**src/rtl/cpu_defs_pkg.sv**
```systemverilog
// cpu_defs_pkg: shared RV32 load/store encodings, the mem_access FSM state
// type and small helpers for store lane steering and alignment checks.
package cpu_defs_pkg;

  // Major opcode of every load instruction (stores are flagged by wr_mem_en).
  localparam logic [6:0] OPC_LOAD = 7'b0000011;

  // Load funct3 encodings.
  localparam logic [2:0] F3_LB  = 3'b000;
  localparam logic [2:0] F3_LH  = 3'b001;
  localparam logic [2:0] F3_LW  = 3'b010;
  localparam logic [2:0] F3_LBU = 3'b100;
  localparam logic [2:0] F3_LHU = 3'b101;

  // Store funct3 encodings.
  localparam logic [2:0] F3_SB  = 3'b000;
  localparam logic [2:0] F3_SH  = 3'b001;
  localparam logic [2:0] F3_SW  = 3'b010;

  // Bus access sequencer states.
  typedef enum logic [1:0] {
    MEM_IDLE   = 2'd0,
    MEM_REQ    = 2'd1,
    MEM_WAIT_R = 2'd2
  } mem_state_e;

  // Byte enables for a store of the given size at the given byte offset.
  function automatic logic [3:0] store_be(input logic [2:0] funct3,
                                          input logic [1:0] idx);
    logic [3:0] be;
    case (funct3)
      F3_SB:   be = 4'b0001 << idx;
      F3_SH:   be = 4'b0011 << idx;
      F3_SW:   be = 4'b1111;
      default: be = 4'b1111;
    endcase
    return be;
  endfunction

  // Store data replicated across every lane so the byte enables pick it out.
  function automatic logic [31:0] store_data(input logic [2:0]  funct3,
                                             input logic [31:0] data);
    logic [31:0] wdata;
    case (funct3)
      F3_SB:   wdata = {4{data[7:0]}};
      F3_SH:   wdata = {2{data[15:0]}};
      F3_SW:   wdata = data;
      default: wdata = data;
    endcase
    return wdata;
  endfunction

  // Halfword crossing the word boundary, or word not on a word boundary.
  function automatic logic is_misaligned(input logic [2:0] funct3,
                                         input logic [1:0] idx);
    logic mis;
    case (funct3[1:0])
      2'b01:   mis = (idx == 2'd3);
      2'b10:   mis = (idx != 2'd0);
      default: mis = 1'b0;
    endcase
    return mis;
  endfunction

endpackage

```
**src/rtl/load_align.sv**
```systemverilog
// load_align: picks the addressed byte/halfword out of a bus read word and
// sign- or zero-extends it according to the load's funct3.
module load_align
  import cpu_defs_pkg::*;
(
  input  logic [31:0] rdata,
  input  logic [2:0]  funct3,
  input  logic [1:0]  index,
  output logic [31:0] data
);

  // Addressed lane moved down to bit 0; only the low halfword is ever needed.
  logic [15:0] lane;
  assign lane = 16'(rdata >> {index, 3'b000});

  // Extend the selected lane to the register width.
  always_comb begin
    data = rdata;
    case (funct3)
      F3_LB:   data = {{24{lane[7]}}, lane[7:0]};
      F3_LH:   data = {{16{lane[15]}}, lane};
      F3_LBU:  data = {24'h000000, lane[7:0]};
      F3_LHU:  data = {16'h0000, lane};
      F3_LW:   data = rdata;
      default: data = rdata;
    endcase
  end

endmodule

```
**src/rtl/mem_access.sv**
```systemverilog
// mem_access: memory stage of the pipeline. Issues one bus access at a time
// for loads and stores, stalls upstream until the access completes, aligns
// load data and registers the write-back bundle.
// Optional feature: define MEM_ALIGN_CHECK_EN to reject misaligned accesses
// (no bus request, one-cycle misalign_o pulse, write-back suppressed).
module mem_access
  import cpu_defs_pkg::*;
#(
  parameter logic [31:0] NOP_INST = 32'h00000013
) (
  input  logic        clk,
  input  logic        rst_n,
  input  logic [31:0] reg_wdata_i,
  input  logic        wr_reg_en_i,
  input  logic [4:0]  wr_reg_addr_i,
  input  logic [31:0] pc_i,
  input  logic [31:0] inst_i,
  input  logic        wr_mem_en_i,
  input  logic [31:0] mem_addr_i,
  input  logic [1:0]  wr_addr_index_i,
  input  logic [1:0]  rd_addr_index_i,
  input  logic [31:0] wr_mem_data_i,
  output logic        bus_req_o,
  output logic        bus_we_o,
  output logic [31:0] bus_addr_o,
  output logic [31:0] bus_wdata_o,
  output logic [3:0]  bus_be_o,
  input  logic        bus_gnt_i,
  input  logic        bus_rvalid_i,
  input  logic [31:0] bus_rdata_i,
  output logic        stall_o,
  output logic [31:0] wb_reg_wdata_o,
  output logic        wb_wr_reg_en_o,
  output logic [4:0]  wb_wr_reg_addr_o,
  output logic [31:0] wb_pc_o,
  output logic [31:0] wb_inst_o,
  output logic        misalign_o
);

  mem_state_e  state_q, state_d;
  logic [2:0]  funct3;
  logic        is_store;
  logic        is_load;
  logic        misaligned;
  logic        mem_op;
  logic        bus_req;
  logic        complete;
  logic [31:0] load_data;

  assign funct3   = inst_i[14:12];
  assign is_store = wr_mem_en_i;
  // A store flag wins over the opcode so a store is never also treated as a load.
  assign is_load  = (inst_i[6:0] == OPC_LOAD) && !is_store;

`ifdef MEM_ALIGN_CHECK_EN
  assign misaligned = (is_store && is_misaligned(funct3, wr_addr_index_i)) ||
                      (is_load  && is_misaligned(funct3, rd_addr_index_i));
`else
  assign misaligned = 1'b0;
`endif

  // Only well-formed loads/stores ever reach the bus.
  assign mem_op = (is_load || is_store) && !misaligned;

  // The bus always sees a word address; sub-word position travels in the enables.
  logic unused_addr_lsb;
  assign unused_addr_lsb = ^mem_addr_i[1:0];

  assign bus_addr_o  = {mem_addr_i[31:2], 2'b00};
  assign bus_we_o    = is_store;
  assign bus_be_o    = is_store ? store_be(funct3, wr_addr_index_i) : 4'b1111;
  assign bus_wdata_o = is_store ? store_data(funct3, wr_mem_data_i) : 32'h0;

  // The request is combinational, so it is masked while reset is asserted.
  assign bus_req_o = bus_req && rst_n;

  // Upstream holds the instruction until completion, so the bus fields above
  // stay stable from the first request cycle through the grant.
  assign stall_o = (mem_op || (state_q != MEM_IDLE)) && !complete;

  // State register for the access sequencer.
  // NOTE: sequential state uses non-blocking assignments so every flop samples
  // pre-edge values regardless of block ordering.
  always_ff @(posedge clk or negedge rst_n) begin
    if (!rst_n) begin
      state_q <= MEM_IDLE;
    end else begin
      state_q <= state_d;
    end
  end

  // Next state, bus request and completion; rvalid only counts for a load
  // that is waiting for it or being granted in the same cycle.
  always_comb begin
    // NOTE: every output of this block gets a default first, so no path can
    // leave one unassigned and infer a latch.
    state_d  = state_q;
    bus_req  = 1'b0;
    complete = 1'b0;
    unique case (state_q)
      MEM_IDLE: begin
        if (mem_op) begin
          bus_req = 1'b1;
          if (bus_gnt_i) begin
            if (is_store || bus_rvalid_i) begin
              complete = 1'b1;
            end else begin
              state_d = MEM_WAIT_R;
            end
          end else begin
            state_d = MEM_REQ;
          end
        end
      end
      MEM_REQ: begin
        bus_req = 1'b1;
        if (bus_gnt_i) begin
          if (is_store || bus_rvalid_i) begin
            complete = 1'b1;
            state_d  = MEM_IDLE;
          end else begin
            state_d = MEM_WAIT_R;
          end
        end
      end
      MEM_WAIT_R: begin
        if (bus_rvalid_i) begin
          complete = 1'b1;
          state_d  = MEM_IDLE;
        end
      end
      default: state_d = MEM_IDLE;
    endcase
  end

  load_align u_load_align (
    .rdata  (bus_rdata_i),
    .funct3 (funct3),
    .index  (rd_addr_index_i),
    .data   (load_data)
  );

  // Write-back register: a bubble while stalled or on a rejected access,
  // otherwise the instruction retires with its ALU or load result.
  always_ff @(posedge clk or negedge rst_n) begin
    if (!rst_n) begin
      wb_reg_wdata_o   <= 32'h0;
      wb_wr_reg_en_o   <= 1'b0;
      wb_wr_reg_addr_o <= 5'd0;
      wb_pc_o          <= 32'h0;
      wb_inst_o        <= NOP_INST;
    end else if (stall_o || misaligned) begin
      wb_reg_wdata_o   <= 32'h0;
      wb_wr_reg_en_o   <= 1'b0;
      wb_wr_reg_addr_o <= 5'd0;
      wb_pc_o          <= 32'h0;
      wb_inst_o        <= NOP_INST;
    end else begin
      wb_reg_wdata_o   <= is_load ? load_data : reg_wdata_i;
      wb_wr_reg_en_o   <= is_store ? 1'b0 : wr_reg_en_i;
      wb_wr_reg_addr_o <= wr_reg_addr_i;
      wb_pc_o          <= pc_i;
      wb_inst_o        <= inst_i;
    end
  end

`ifdef MEM_ALIGN_CHECK_EN
  // One-cycle flag for each rejected misaligned access.
  always_ff @(posedge clk or negedge rst_n) begin
    if (!rst_n) begin
      misalign_o <= 1'b0;
    end else begin
      misalign_o <= misaligned;
    end
  end
`else
  assign misalign_o = 1'b0;
`endif

endmodule

```
**config.mk**
```make
export PLATFORM = sky130hd
export DESIGN_NAME = mem_access
export DESIGN_NICKNAME = d
export VERILOG_FILES = /design/src/rtl/cpu_defs_pkg.sv /design/src/rtl/load_align.sv /design/src/rtl/mem_access.sv
export SDC_FILE = /design/constraint.sdc
export NUM_CORES = 1
export LEC_CHECK = 0
export BUFFER_PORTS_ARGS = -buffer_cell sky130_fd_sc_hd__clkbuf_2
export CAP_MARGIN = 20
export CORE_AREA = 3 3 148 150
export DETAILED_ROUTE_END_ITERATION = 8
export DIE_AREA = 0 0 151 153
export SLEW_MARGIN = 20
export SYNTH_ARGS = -nofsm -noshare
export SYNTH_HDL_FRONTEND = slang
export SYNTH_HIERARCHICAL = 1
export SYNTH_SLANG_ARGS = --single-unit
export TNS_END_PERCENT = 10
```
**constraint.sdc**
```tcl
create_clock -name clk -period 2 [get_ports clk]
set_clock_uncertainty 0.15 [all_clocks]
set_input_delay 0.2 -clock clk [delete_from_list [all_inputs] [get_ports clk]]
set_output_delay 0.2 -clock clk [all_outputs]
set_load 0.05 [all_outputs]
```
==> impl_metrics.ini, run 1 <==
[final_layout]
fillerInstances = 1953
drive_gt1_frac = 0.455
final_nets = 1148
final_cell_mix = clkbuf_2, dlygate4sd3_1, dfrtp_1
multi_input_area_mm2 = 0.00275
final_cells = 1223
final_common_cell = clkbuf_2
area_growth_pct = 59.1
regArea_mm2 = 0.00261

[sta]
min_period_over_period = 0.979
max-slew-margin-rel = 0.625
rsz0062_at_grt = yes
fmax_ghz = 0.511
finalSetupViolCount = 0
hold_violations = 0
fin_setup_tns_ps = 0
min_period_ps = 1960
slew_violations = 0
tightest_slew_ps = 562

[synth]
synth_top_family_by_area = compound AO/OA/AOI/OAI gates
async_flop_share = 1.00
syn_avg_cell_area_um2 = 10.5
synth_area_mm2 = 0.00587
synthMuxAreaShare = 0.0514
synth_edf_count = 0
synth-xor-area-share = 0
yosysWarnings = 6
ys_seq_elements = 104
synth-compound-area-share = 0.283
synth_cell_type_count = 55
synth-simple-area-share = 0.126
ys.flop_type = dfrtp_1
synth_cells = 561
synthAdderAreaFrac = 0
yosysSeqAreaShare = 0.444

[global_routing]
gr-total-overflow = 0
grt_pass1_wl_mm = 34.1
antenna_found_initial = 2
globalRouteTotalUtil = 0.191
grt_pass1_vias = 5924
grt_max_degree = 105

[clocking]
path_clk_slew_ps = 70
cts_tree = built
worstSkewPairLatency_ps = 340
root_buffer = clkbuf_16
clock_path_buffers = 2
htree_levels = 3
cts-buffers-inserted = 9
clock-sinks = 104

[route]
wl_mm = 23.0
ant_nets = 0
via_per_inst = 4.78
wl_per_cell_um = 18.8
post-route-drc-count = 0
detail_route.iter0.violations = 270
dr.pass1.iters = 4
vias = 5850

[floorplan]
dieArea_mm2 = 0.0231
floorplan.rows = 53
io_pins = 381
die_w_um = 151
die_y_um = 153
start_util = 0.282
core_mm2 = 0.0208

[placed_design]
dp_cells = 1099
routabilityCongestion = 0.875
place_hpwl_mm = 17.0
port_buffers = 315

[setup_path]
critPathMaxFanout = 4
critPathRequiredTime_ps = 1650
critPathArrivalTime_ps = 1610
max_stage_delay_ps = 420
crit_path_end_kind = output pin
cp_num_buf_inv = 1
r2r-start = state_q[1]$_DFFE_PN0P_
cp-startpoint = state_q[1]$_DFFE_PN0P_
path_cells = or3_4 > a21o_4 > and2_4 > buf_8
crit_slowest_cell = dfrtp_2
path_class = flop to output pin
start_kind = flop
path_delay_family = simple AND/OR/NAND/NOR gates

[power_and_ir_drop]
powerDensity_mw_per_mm2 = 696
ir_drop_v = 0.000361
fin_total_pwr_w = 0.00650
p_leak_nw = 4.52

[flow_run]
max-cap-violations = 0

[worst_hold_path]
hp-start = bus_rvalid_i
worstHoldPathType = primary input to flop

[outcome]
status = complete, no violations
[through the flow]
stage | cell area (µm²) | setup slack [ps] | utilization | hold slack (ps)
detailed placement | 7950 | 100 | 0.382 | 183
floorplan | 5880 | -116 | - | -246
finish | 9340 | 41.8 | 0.449 | 57.2
CTS | 9330 | 9.26 | 0.448 | 34.2
global route | 9340 | -2.34 | 0.449 | 54.0
global placement | 7950 | 104 | 0.382 | 178
[what timing repair did]
| action | in CTS | in global routing |
|---|---|---|
| resized for setup | 4 | 2 |
| hold buffers | 101 | 0 |
| buffers inserted | 5 | 0 |
| pin swaps | 1 | 1 |
| endpoints found under the hold margin | 202 | 0 |
| endpoints found under the setup margin | 1 | 1 |
[path summary, 6_finish.rpt]
kind	end	slack, ps	cells after the start
max	stall_o	40	4
min	state_q[1]$_DFFE_PN0P_	60	3
max reg2reg	wb_reg_wdata_o[28]$_DFF_PN0_	150	5
min reg2reg	state_q[0]$_DFFE_PN0P_	420	2
max in group asynchronous	wb_wr_reg_en_o$_DFF_PN0_	890	3
min in group asynchronous	wb_wr_reg_addr_o[1]$_DFF_PN0_	390	3
[registers in the layout, indices dropped and copies added (netlist names)]
register	flops
state_q	2
wb_inst_o	32
wb_reg_wdata_o	32
wb_pc_o	32
wb_wr_reg_addr_o	5
wb_wr_reg_en_o	1
[cell families (layout without fill, tap and decap cells)]
logic type / Yosys count / count (layout)
AND/OR/NAND/NOR: 125 / 125
other: 1 / 5
flip-flops: 104 / 104
AO/OA/AOI/OAI: 208 / 208
buffers and inverters: 95 / 478
multiplexers: 28 / 28
[final cells by class]
type | instances | area share
flip-flops and latches | 104 | 0.279
inverters | 5 | 0.00201
repair buffers | 457 | 0.353
multi-input cells | 364 | 0.295
well taps | 275 | 0.0368
diodes | 2 | 0.000536
clock buffers | 9 | 0.0241
clock inverters | 7 | 0.00951
[cells in the mapped netlist (all sizes together), types with 2 or more instances]
library cell  number  area (µm²)
nand2b             2        12.5
clkbuf            30         114
nor2               3        11.3
o2bb2ai            2        17.5
nor2b             11        71.3
a21oi              3        18.8
o31ai              7        52.6
o21ai             55         275
buf               60         427
a221oi             6        70.1
o211ai             3        36.3
o211a              8        80.1
a22oi             37         438
a22o               2        17.5
a21o               4        30.0
nand4b            32         280
a21boi            74         556
mux2i             20         200
and2               9        56.3
a2bb2oi            2        23.8
dfstp              3        78.8
dfrtp            101        2530
nand3              2        10.0
nor3               3        31.3
nand2             56         210
mux2               7        78.8
inv                5        18.8
[routing by layer]
metal | global-route usage | share of wire | vias to the layer above
li1 | - | - | 2771
met1 | 0.215 | 0.37 | 2777
met2 | 0.341 | 0.52 | 248
met3 | 0.0480 | 0.077 | 54
met4 | 0.0756 | 0.033 | 0
met5 | 0 | 0 | -
[report_power, final]
group	internal [W]	switching, W
clock network	0.000996	0.000857
logic	0.000803	0.00151
registers	0.00228	0.0000529
[worst reg2reg max path, delay by kind of cell (launching register included)]
kind / cells / cell delay (ps)
AO/OA/AOI/OAI: 2 / 420
flip-flops: 1 / 420
buffers and inverters: 2 / 420
AND/OR/NAND/NOR: 1 / 360
(Power assumes the default switching activity.)
==> inputs of run 2 (changes only) <==
- CELL_PAD_IN_SITES_DETAIL_PLACEMENT: default -> 1
- CELL_PAD_IN_SITES_GLOBAL_PLACEMENT: default -> 2
- CORE_AREA: 3 3 148 150 -> default
- CORE_MARGIN: default -> 3
- CORE_UTILIZATION: default -> 24
- DIE_AREA: 0 0 151 153 -> default
- PLACE_DENSITY_LB_ADDON: default -> 0.1
==> run 2 against run 1 <==
  * Combinational power barely moved
  * Worst setup slack better by 20 ps
  * Power fell by 1.0%
  * Critical path type unchanged
==> impl_metrics.ini, run 2 (synthesis results as in run 1) <==
[clocking]
path_clk_slew_ps = 80
htree_levels = 3
clock-sinks = 104
worstSkewPairLatency_ps = 350
cts-buffers-inserted = 9
clock_path_buffers = 2
root_buffer = clkbuf_16
cts_tree = built

[floorplan]
core_mm2 = 0.0238
die_w_um = 162
io_pins = 381
die_y_um = 162
floorplan.rows = 56
dieArea_mm2 = 0.0264
start_util = 0.247

[final_layout]
final_nets = 1148
utilization = 0.389
final_common_cell = clkbuf_2
multi_input_area_mm2 = 0.00275
top_regs = wb_inst_o x32, wb_pc_o x32, wb_reg_wdata_o x32
final_cells = 1265
final_cell_mix = clkbuf_2, dlygate4sd3_1, dfrtp_1
antennaDiodeCount = 0
area_growth_pct = 57.4
fillerInstances = 2758
drive_gt1_frac = 0.453
regArea_mm2 = 0.00261
final_area_mm2 = 0.00924

[outcome]
status = complete, no violations

[sta]
fmax_ghz = 0.516
min_period_ps = 1940
hold_violations = 0
slew_violations = 0
max-slew-margin-rel = 0.615
min_period_over_period = 0.969
tightest_slew_ps = 577
finalSetupViolCount = 0
hold_slack_ps = 49.6

[global_routing]
grt_max_degree = 105
grt_pass1_vias = 6403
globalRouteTotalUtil = 0.182
antenna_found_initial = 0
grt_pass1_wl_mm = 37.5
gr-total-overflow = 0

[setup_path]
worstReg2RegEnd = wb_inst_o[30]$_DFF_PN0_
r2r-start = state_q[1]$_DFFE_PN0P_
path_delay_family = simple AND/OR/NAND/NOR gates
crit_slowest_cell = dfrtp_1
start_kind = flop
path_class = flop to output pin
cp_num_buf_inv = 1
worstRegToRegCells = 6
path_cells = or3_1 > a21o_4 > and2_1 > buf_8
critPathRequiredTime_ps = 1650
critPathMaxFanout = 2
critPathArrivalTime_ps = 1590
crit_path_end_kind = output pin
rrSetupSlack_ps = 120
max_stage_delay_ps = 380

[route]
detail_route.iter0.violations = 242
via_per_inst = 4.68
vias = 5915
dr.pass1.iters = 4
wl_mm = 24.4
ant_nets = 0
wl_per_cell_um = 19.3
post-route-drc-count = 0

[worst_hold_path]
worstHoldPathType = primary input to flop
hp-start = inst_i[14]
hold_depth = 2
holdPathEnd = wb_inst_o[14]$_DFF_PN0_

[flow_run]
max-cap-violations = 0

[power_and_ir_drop]
powerDensity_mw_per_mm2 = 696
p_leak_nw = 4.47
ir_drop_v = 0.000403

[placed_design]
place_hpwl_mm = 17.7
routabilityCongestion = 0.802
port_buffers = 315
dpl_cell_area_mm2 = 0.00788
dp_cells = 1143
[run 2: cell count changes in the layout (fill, tap and decap cells not counted), moves of 2 or more]
cell / change
clkbuf_2: +2
clkinv_4: -2
inv_6: +2
buf_4: +8
diode_2: -2
buf_12: -10
[run 2: report_power, final]
| part | internal, W | total, W | switching [W] |
|---|---|---|---|
| clock | 0.000884 | 0.00180 | 0.000912 |
| sequential | 0.00228 | 0.00233 | 0.0000553 |
| combinational | 0.000771 | 0.00230 | 0.00153 |
[run 2: layout make-up]
cell class,count,share of cell area
clock buffer,9,0.0244
clock inverter,7,0.00785
inverter,5,0.00203
multi-input combinational,364,0.298
sequential,104,0.282
tap,319,0.0432
timing repair buffer,457,0.343
[run 2: routing by layer]
layer  track usage  part of all wire
met1         0.233              0.43
met2         0.306              0.48
met3        0.0460             0.070
met4        0.0465             0.018
met5             0                 0
[run 2: what timing repair did]
item / in CTS / in global routing
gates resized for setup: 2 / 2
endpoints found under the setup margin: 1 / 1
endpoints found under the hold margin: 202 / 0
hold buffers: 101 / 0
pin swaps: 1 / 1
buffers inserted: 1 / 4
[run 2: worst max-delay path by stage]
stage	start	endpoint	slack, ps	depth (start not counted)
floorplan	inst_i[14]	bus_wdata_o[16]	-120	3
global placement	rd_addr_index_i[0]	wb_reg_wdata_o[16]$_DFF_PN0_	90	7
detailed placement	rd_addr_index_i[0]	wb_reg_wdata_o[16]$_DFF_PN0_	30	7
CTS	state_q[1]$_DFFE_PN0P_	stall_o	4	5
global route	state_q[1]$_DFFE_PN0P_	stall_o	-20	5
finish	state_q[1]$_DFFE_PN0P_	stall_o	60	4
[run 2: stage by stage]
| stage | setup WS [ps] | power, W | TNS (ps) |
|---|---|---|---|
| 2_1_floorplan | -116 | 0.00391 | -930 |
| 3_3_place_gp | 92.4 | 0.00449 | 0 |
| 3_5_place_dp | 28.0 | 0.00451 | 0 |
| 4_1_cts | 4.26 | 0.00651 | 0 |
| 5_1_grt | -17.6 | 0.00676 | -17.6 |
| 6_report | 61.4 | 0.00643 | 0 |
[run 2: worst reg2reg max path: cells and delay by family, from the launching register on]
family,cells,cell delay [ps]
buffers and inverters,3,680
AO/OA/AOI/OAI,2,370
flip-flops,1,380
AND/OR/NAND/NOR,1,180
